$ cat src/rtl/frame_buf_arbiter.sv
// Frame-buffer burst arbiter: shares one memory command port between the gray-frame
// writer and the previous-frame prefetch, ping-ponging banks per frame. Option macro: FBA_READ_URGENT_EN.
module frame_buf_arbiter #(
    parameter int BURST_LEN = 16,
    parameter int FRAME_WORDS = 153600,
    parameter int ADDR_W = 20,
    parameter logic [ADDR_W-1:0] BANK0_BASE = 20'h00000,
    parameter logic [ADDR_W-1:0] BANK1_BASE = 20'h40000,
    parameter logic [9:0] RD_URGENT_SPACE = 10'd480
) (
    input  logic              clk,
    input  logic              rst,
    input  logic              vsync,
    input  logic [9:0]        wr_level,
    input  logic [9:0]        rd_space,
    output logic              mem_cmd_valid,
    input  logic              mem_cmd_ready,
    output logic              mem_cmd_we,
    output logic [ADDR_W-1:0] mem_cmd_addr,
    input  logic              mem_wr_beat,
    input  logic              mem_rd_beat,
    output logic              wr_bank,
    output logic              prev_valid,
    output logic              frame_short,
    output logic              busy
);

    localparam int CNT_W = $clog2(FRAME_WORDS + 1);
    localparam int BEAT_W = $clog2(BURST_LEN);
    localparam logic [CNT_W-1:0] FW = CNT_W'(FRAME_WORDS);
    localparam logic [CNT_W-1:0] BLC = CNT_W'(BURST_LEN);
    localparam logic [9:0] BL10 = 10'(BURST_LEN);
    localparam logic [BEAT_W-1:0] LAST_BEAT = BEAT_W'(BURST_LEN - 1);

`ifdef FBA_READ_URGENT_EN
    localparam bit URGENT_EN = 1'b1;
`else
    localparam bit URGENT_EN = 1'b0;
`endif

    localparam logic [2:0] IDLE    = 3'd0;
    localparam logic [2:0] WR_CMD  = 3'd1;
    localparam logic [2:0] WR_DATA = 3'd2;
    localparam logic [2:0] RD_CMD  = 3'd3;
    localparam logic [2:0] RD_DATA = 3'd4;

    logic [2:0]        state;
    logic              vs_s1;
    logic              vs_s2;
    logic              swap_pending;
    logic              last_wr;
    logic [CNT_W-1:0]  wr_cnt;
    logic [CNT_W-1:0]  rd_cnt;
    logic [BEAT_W-1:0] beat_cnt;

    logic              vs_edge;
    logic              take_swap;
    logic              wr_elig;
    logic              rd_elig;
    logic              urgent;
    logic              grant_rd;
    logic              grant_wr;
    logic [ADDR_W-1:0] wr_addr;
    logic [ADDR_W-1:0] rd_addr;

    function automatic logic [CNT_W-1:0] advance(input logic [CNT_W-1:0] c);
        return (c >= FW - BLC) ? FW : c + BLC;
    endfunction

    assign vs_edge   = vs_s1 & ~vs_s2;
    assign take_swap = (state == IDLE) && swap_pending;
    assign wr_elig   = (wr_level >= BL10) && (wr_cnt < FW);
    assign rd_elig   = prev_valid && (rd_space >= BL10) && (rd_cnt < FW);
    assign urgent    = URGENT_EN && (rd_space > RD_URGENT_SPACE);
    assign grant_rd  = rd_elig && (!wr_elig || last_wr || urgent);
    assign grant_wr  = wr_elig && !grant_rd;
    assign wr_addr   = (wr_bank ? BANK1_BASE : BANK0_BASE) + ADDR_W'(wr_cnt);
    assign rd_addr   = (wr_bank ? BANK0_BASE : BANK1_BASE) + ADDR_W'(rd_cnt);
    assign busy      = (state != IDLE);

    always_ff @(posedge clk or posedge rst) begin
        if (rst) begin
            state         <= IDLE;
            vs_s1         <= 1'b0;
            vs_s2         <= 1'b0;
            swap_pending  <= 1'b0;
            last_wr       <= 1'b0;
            wr_cnt        <= '0;
            rd_cnt        <= '0;
            beat_cnt      <= '0;
            mem_cmd_valid <= 1'b0;
            mem_cmd_we    <= 1'b0;
            mem_cmd_addr  <= '0;
            wr_bank       <= 1'b0;
            prev_valid    <= 1'b0;
            frame_short   <= 1'b0;
        end else begin
            vs_s1        <= vsync;
            vs_s2        <= vs_s1;
            frame_short  <= 1'b0;
            // a fresh edge landing on the swap cycle must survive for the next frame
            swap_pending <= vs_edge | (swap_pending & ~take_swap);
            unique case (state)
                IDLE: begin
                    if (swap_pending) begin
                        wr_bank     <= ~wr_bank;
                        wr_cnt      <= '0;
                        rd_cnt      <= '0;
                        prev_valid  <= 1'b1;
                        frame_short <= prev_valid && (wr_cnt < FW);
                    end else if (grant_wr) begin
                        state         <= WR_CMD;
                        mem_cmd_valid <= 1'b1;
                        mem_cmd_we    <= 1'b1;
                        mem_cmd_addr  <= wr_addr;
                        last_wr       <= 1'b1;
                    end else if (grant_rd) begin
                        state         <= RD_CMD;
                        mem_cmd_valid <= 1'b1;
                        mem_cmd_we    <= 1'b0;
                        mem_cmd_addr  <= rd_addr;
                        last_wr       <= 1'b0;
                    end
                end
                WR_CMD: begin
                    if (mem_cmd_ready) begin
                        mem_cmd_valid <= 1'b0;
                        wr_cnt        <= advance(wr_cnt);
                        beat_cnt      <= '0;
                        state         <= WR_DATA;
                    end
                end
                WR_DATA: begin
                    if (mem_wr_beat) begin
                        beat_cnt <= beat_cnt + 1'b1;
                        if (beat_cnt == LAST_BEAT) state <= IDLE;
                    end
                end
                RD_CMD: begin
                    if (mem_cmd_ready) begin
                        mem_cmd_valid <= 1'b0;
                        rd_cnt        <= advance(rd_cnt);
                        beat_cnt      <= '0;
                        state         <= RD_DATA;
                    end
                end
                RD_DATA: begin
                    if (mem_rd_beat) begin
                        beat_cnt <= beat_cnt + 1'b1;
                        if (beat_cnt == LAST_BEAT) state <= IDLE;
                    end
                end
                default: state <= IDLE;
            endcase
        end
    end

endmodule
$ cat config.mk
export PLATFORM = sky130hd
export DESIGN_NAME = frame_buf_arbiter
export DESIGN_NICKNAME = d
export VERILOG_FILES = /design/src/rtl/frame_buf_arbiter.sv
export SDC_FILE = /design/constraint.sdc
export NUM_CORES = 1
export LEC_CHECK = 0
export BUFFER_PORTS_ARGS = -buffer_cell sky130_fd_sc_hd__clkbuf_2
export CELL_PAD_IN_SITES_DETAIL_PLACEMENT = 0
export CELL_PAD_IN_SITES_GLOBAL_PLACEMENT = 2
export CORE_ASPECT_RATIO = 0.75
export CORE_MARGIN = 2
export CORE_UTILIZATION = 39
export DETAILED_ROUTE_END_ITERATION = 8
export PLACE_DENSITY_LB_ADDON = 0.1
export SYNTH_ARGS = -nofsm -noshare
export SYNTH_HDL_FRONTEND = slang
export SYNTH_SLANG_ARGS = --single-unit
$ cat constraint.sdc
create_clock -name clk -period 4.1 [get_ports clk]
set_clock_uncertainty 0.05 [all_clocks]
set_input_delay 0.205 -clock clk [delete_from_list [all_inputs] [get_ports clk]]
set_output_delay 0.205 -clock clk [all_outputs]
set_load 0.02 [all_outputs]
Word level (Yosys, flattened, before mapping)
Cells that the tools add are included.

operators by class
  reductions and logical operators = 25
  order comparisons = 6
  equal/unequal tests = 13
  multiplexer cells = 33
  bitwise logic cells = 7
  add/sub/neg operators = 5

operator list
  operator               count
  $mux 18                5
  $pmux 18 s2            2
  $add 19x18->20         2
  $mux 20                2
  $mux 19                2
  $add 18x5->18 const B  2
  $ge 18x18->1 const B   2
  $lt 18x18->1 const B   2
  $mux 3                 8
  $ge 10x5->1 const B    2
  $pmux 3 s5             1
  $mux 4                 3
  $ne 2x2->1 const B     6
  $pmux 4 s3             1
  $reduce_and 3->1       3
  $mux 1                 8
  $reduce_and 4->1       2
  $reduce_bool 2->1      4
  $logic_and 1x1->1      7
  $eq 3x2->1 const B     2
  $reduce_and 6->1       1
  $reduce_bool 3->1      2
  $add 4x1->4 const B    1
  $eq 4x4->1 const B     1
  13 further kinds       18

word-level totals
  bits in registers = 71
  output and inout bits = 26
  input port bits = 26
  word-level logic and storage cells = 102

Depth between registers and ports, before layout
  depth in word-level cells = 10
  depth in mapped cells = 7
  gate-level depth less buffers = 6

Least setup slack after synthesis
OpenSTA, ideal clock, no wires.

  path kind = flip-flop to flip-flop
  start = reg state[2]
  end = reg last_wr
  data arrival time = 1.780 ns
  slack = 2.145 ns
  cell stages (with the launch flop) = 6
  clock period less this slack = 1.955 ns
  required time = 3.925 ns
  buffers on the path = 1
  library setup time = 0.125 ns
  cells stage by stage = dfrtp_1 -> buf_2 -> or4_1 -> a211o_1 -> o22ai_4 -> mux2_2

on the way
  longest elaborated chain between the ends = 2

RTL lines
  item                        line  text
  start, declared             47    logic [2:0] state;
  start signal, assigned      83    state <= IDLE;
  start signal, assigned      112   state <= WR_CMD;
  start signal, assigned      118   state <= RD_CMD;
  $logic_not 3->1             103   unique case (state)
  $reduce_and 3->1 (no line)  --
  end signal, assigned        87    last_wr <= 1'b0;
  end signal, assigned        116   last_wr <= 1'b1;
  end signal, assigned        122   last_wr <= 1'b0;
  end, declared               51    logic last_wr;

No other way between the ends.
A chain may end at the register's enable or synchronous reset.

Worst setup path in the final report
  start = reg state[2]
  end = reg mem_cmd_addr[18]

on the way
  longest elaborated chain between the ends = 2

RTL lines
  item                        line  text
  $logic_not 3->1             103
  $reduce_and 3->1 (no line)  --
  end signal, assigned        115   mem_cmd_addr <= wr_addr;
  end signal, assigned        121   mem_cmd_addr <= rd_addr;
  end, declared               19    output logic [ADDR_W-1:0] mem_cmd_addr,

No other way between the ends.

==> results.txt <==
Cells after Synth = 340
Seq/Total Area, Yosys = 0.433
Htree depth = 3
Largest net degree at the start of global routing = 34
Area leader, netlist = dfrtp_1
Overall Global Routing Usage = 0.195
IO buf count = 38
I/O pins = 52
Worst-Margin Slew = 1060 ps
Synthesized-area fraction occupied by adder cells = 0.0112
Reg power frac = 0.329
Vias in the first global route = 2525
Die Ht = 84.3 µm
Setup_tns = 0 ps
Die width = 111 µm
Result of the run = finished clean
Synth top area cells = dfrtp_1 43%, mux2i_1 5.1%, nor2_1 5.0%, a21oi_2 3.1%, nand2_1 2.9%
Max Buffers Root-to-Sink = 2
Internal power = 0.00164 W
Fill cell count = 828
Hold Crit Start = mem_cmd_ready
Final ANT Viol Nets = 0
CP arrival = 2890 ps
Crit Path Max Fanout = 28
Hold WC Path Type = in2reg
Syn_area_per_cell = 9.87 µm²
Synth Flop Type = dfrtp_1
Clock power share = 0.241
Root Buffer = clkbuf_16
DRC = 0
Total CTS buffers = 9
RR Startpoint = state[2]
Main combinational cell family by area after synthesis = simple AND/OR/NAND/NOR gates
Fraction of registers with async set/reset = 1.00
Synth unique cells = 63
Kind of critical path = reg2reg
Cell Chain, Critical Path = or4_1 -> a211o_1 -> o22ai_4 -> buf_4 -> mux2_2
RSZ-0062 raised after global routing = false
Flops & latches, synth = 58
Rel. slew slack = 0.290
Commonest non-fill, non-tap cell in the layout = dfrtp_1
Compound-gate portion of the synthesized area = 0.197
Worst-path clk slew = 50 ps
Die area = 9370 µm²
Pleak = 1.69 nW
CTS tree = yes
Yosys warnings = 0
Nets@finish = 404
Num rows = 29
HPWL Detailed = 5990 µm
Critical Path End Type = flop
Final worst path period share = 0.664
Most frequent cells in the layout = 58 x dfrtp_1, 45 x nor2_1, 38 x clkbuf_2
Post-synth top area share = 0.433
Fin util = 0.461
Drt first pass iters = 4
NetSw = 0.00118 W
Peak supply drop = 0.347 mV
GRT overflow = 0
Post-Syn Area = 3360 µm²
Final min period = 2720 ps
Number of enable flip-flop cells after synthesis = 0
Final wirelength = 8380 µm
CTS-repair resized insts = 0
Ant. Diodes = 0
Final GP Congestion = 0.786
PD cells = 726 nW/µm²
Area grow syn2layout = 15.6%
Logic gate share of total power = 0.429
Simple-gate share of the synthesized area = 0.208
Antenna violations before repair = 0
Max-slew violations = 0
Max Fclk = 0.368 GHz
First-pass GRT wire length = 14200 µm
Via count = 2672
Post-Synth XOR/XNOR Area = 0.0365
CP Launch Type = flop
Share of post-route cells with drive strength above 1 = 0.232
Mux contribution to synthesized area = 0.0608
Setup crit start = state[2]
WL/cell = 17.2 µm
Switch share = 0.419
Final hold viol count = 0
Total of max-cap violations = 0
Initial cell density of the core = 0.399
Via/cell ratio = 5.48
CP max stage cell = dfrtp_1
TritonCTS Sinks = 58
CP max stage delay = 690 ps
Core box area = 8420 µm²
Clk Latency, worst-skew pair = 330 ps
Crit path required time = 4270 ps
Number of DRC markers in iteration 0 = 183
Final setup violation count = 0
## cell families (layout without fill, tap and decap cells)
logic type | count (synthesis) | count (layout)
compound gates | 83 | 83
xor+xnor | 14 | 14
fa+ha+maj | 3 | 3
buf+inv | 32 | 68
flops | 58 | 58
mux | 20 | 20
other cells | 1 | 5
simple gates | 129 | 129
## synth_stat cells (4+ instances only)
cell      count
a21oi_1      12
mux2i_1      17
buf_4         7
a21oi_2      12
a221o_1       4
or3_1         4
clkbuf_1      8
nor2_1       45
xnor2_1       9
buf_2         5
nand4b_1      5
dfrtp_1      58
nand2_1      26
a311oi_1      4
o21ai_0      11
nand3_1       6
a31oi_1       6
nor3_1        9
xor2_1        5
nand4_1       8
inv_1         8
## worst max-delay path, delay by kind of cell (launching register included)
family	cells	cell delay, ps
AO/OA/AOI/OAI	2	490
buffers and inverters	1	360
flip-flops	1	690
multiplexers	1	370
AND/OR/NAND/NOR	1	640
## power groups by stage
stage / clock network (W) / logic, W / registers, W
3_5_place_dp: 0 / 0.00123 / 0.000938
3_3_place_gp: 0 / 0.00121 / 0.000929
4_1_cts: 0.000703 / 0.00123 / 0.000929
5_1_grt: 0.000728 / 0.00135 / 0.000961
2_1_floorplan: 0 / 0.000914 / 0.000958
6_report: 0.000680 / 0.00121 / 0.000928
## registers in the layout (all words and copies together) (netlist names)
name           flops
beat_cnt           4
frame_short        1
last_wr            1
mem_cmd_addr      15
mem_cmd_valid      1
prev_valid         1
rd_cnt            14
state              3
swap_pending       1
vs_s1              1
vs_s2              1
wr_bank            1
wr_cnt            14
## path summary, 6_finish.rpt
path,endpoint,slack (ps),depth (start not counted)
setup / recovery,mem_cmd_addr[18],1380,5
hold / removal,state[0],130,2
setup reg to reg,mem_cmd_addr[18],1380,5
hold reg to reg,vs_s2,330,0
max in group asynchronous,wr_cnt[10],2660,4
min in group asynchronous,wr_bank,490,3
## routing by layer
metal,routed length (µm),GRT usage,up-vias
met5,0,0,-
met4,89,0.0539,0
met3,471,0.0542,8
met2,3380,0.267,65
met1,4440,0.300,1295
li1,-,-,1304
## area by class of cell
type | count | area (µm²) | area share
clock inverters | 6 | 32.5 | 0.00839
clock buffers | 10 | 239 | 0.0616
repair buffers | 44 | 240 | 0.0619
well taps | 108 | 135 | 0.0348
flip-flops and latches | 58 | 1450 | 0.374
inverters | 8 | 30.0 | 0.00774
multi-input cells | 254 | 1750 | 0.451
## timing repair
item                                   CTS  global route
setup buffers                            0             0
hold buffers                             2             0
endpoints found under the hold margin   33             0
## stage by stage
stage	hold slack, ps	total power (W)	setup WS, ps	instances	area [µm²]
2_1_floorplan	186	0.00187	2150	344	3370
3_3_place_gp	267	0.00214	1390	470	3590
3_5_place_dp	265	0.00216	1390	470	3590
4_1_cts	122	0.00286	1380	488	3880
5_1_grt	138	0.00304	1230	488	3880
6_report	130	0.00282	1380	488	3880
Note: power is estimated with default switching activity, not from simulation.
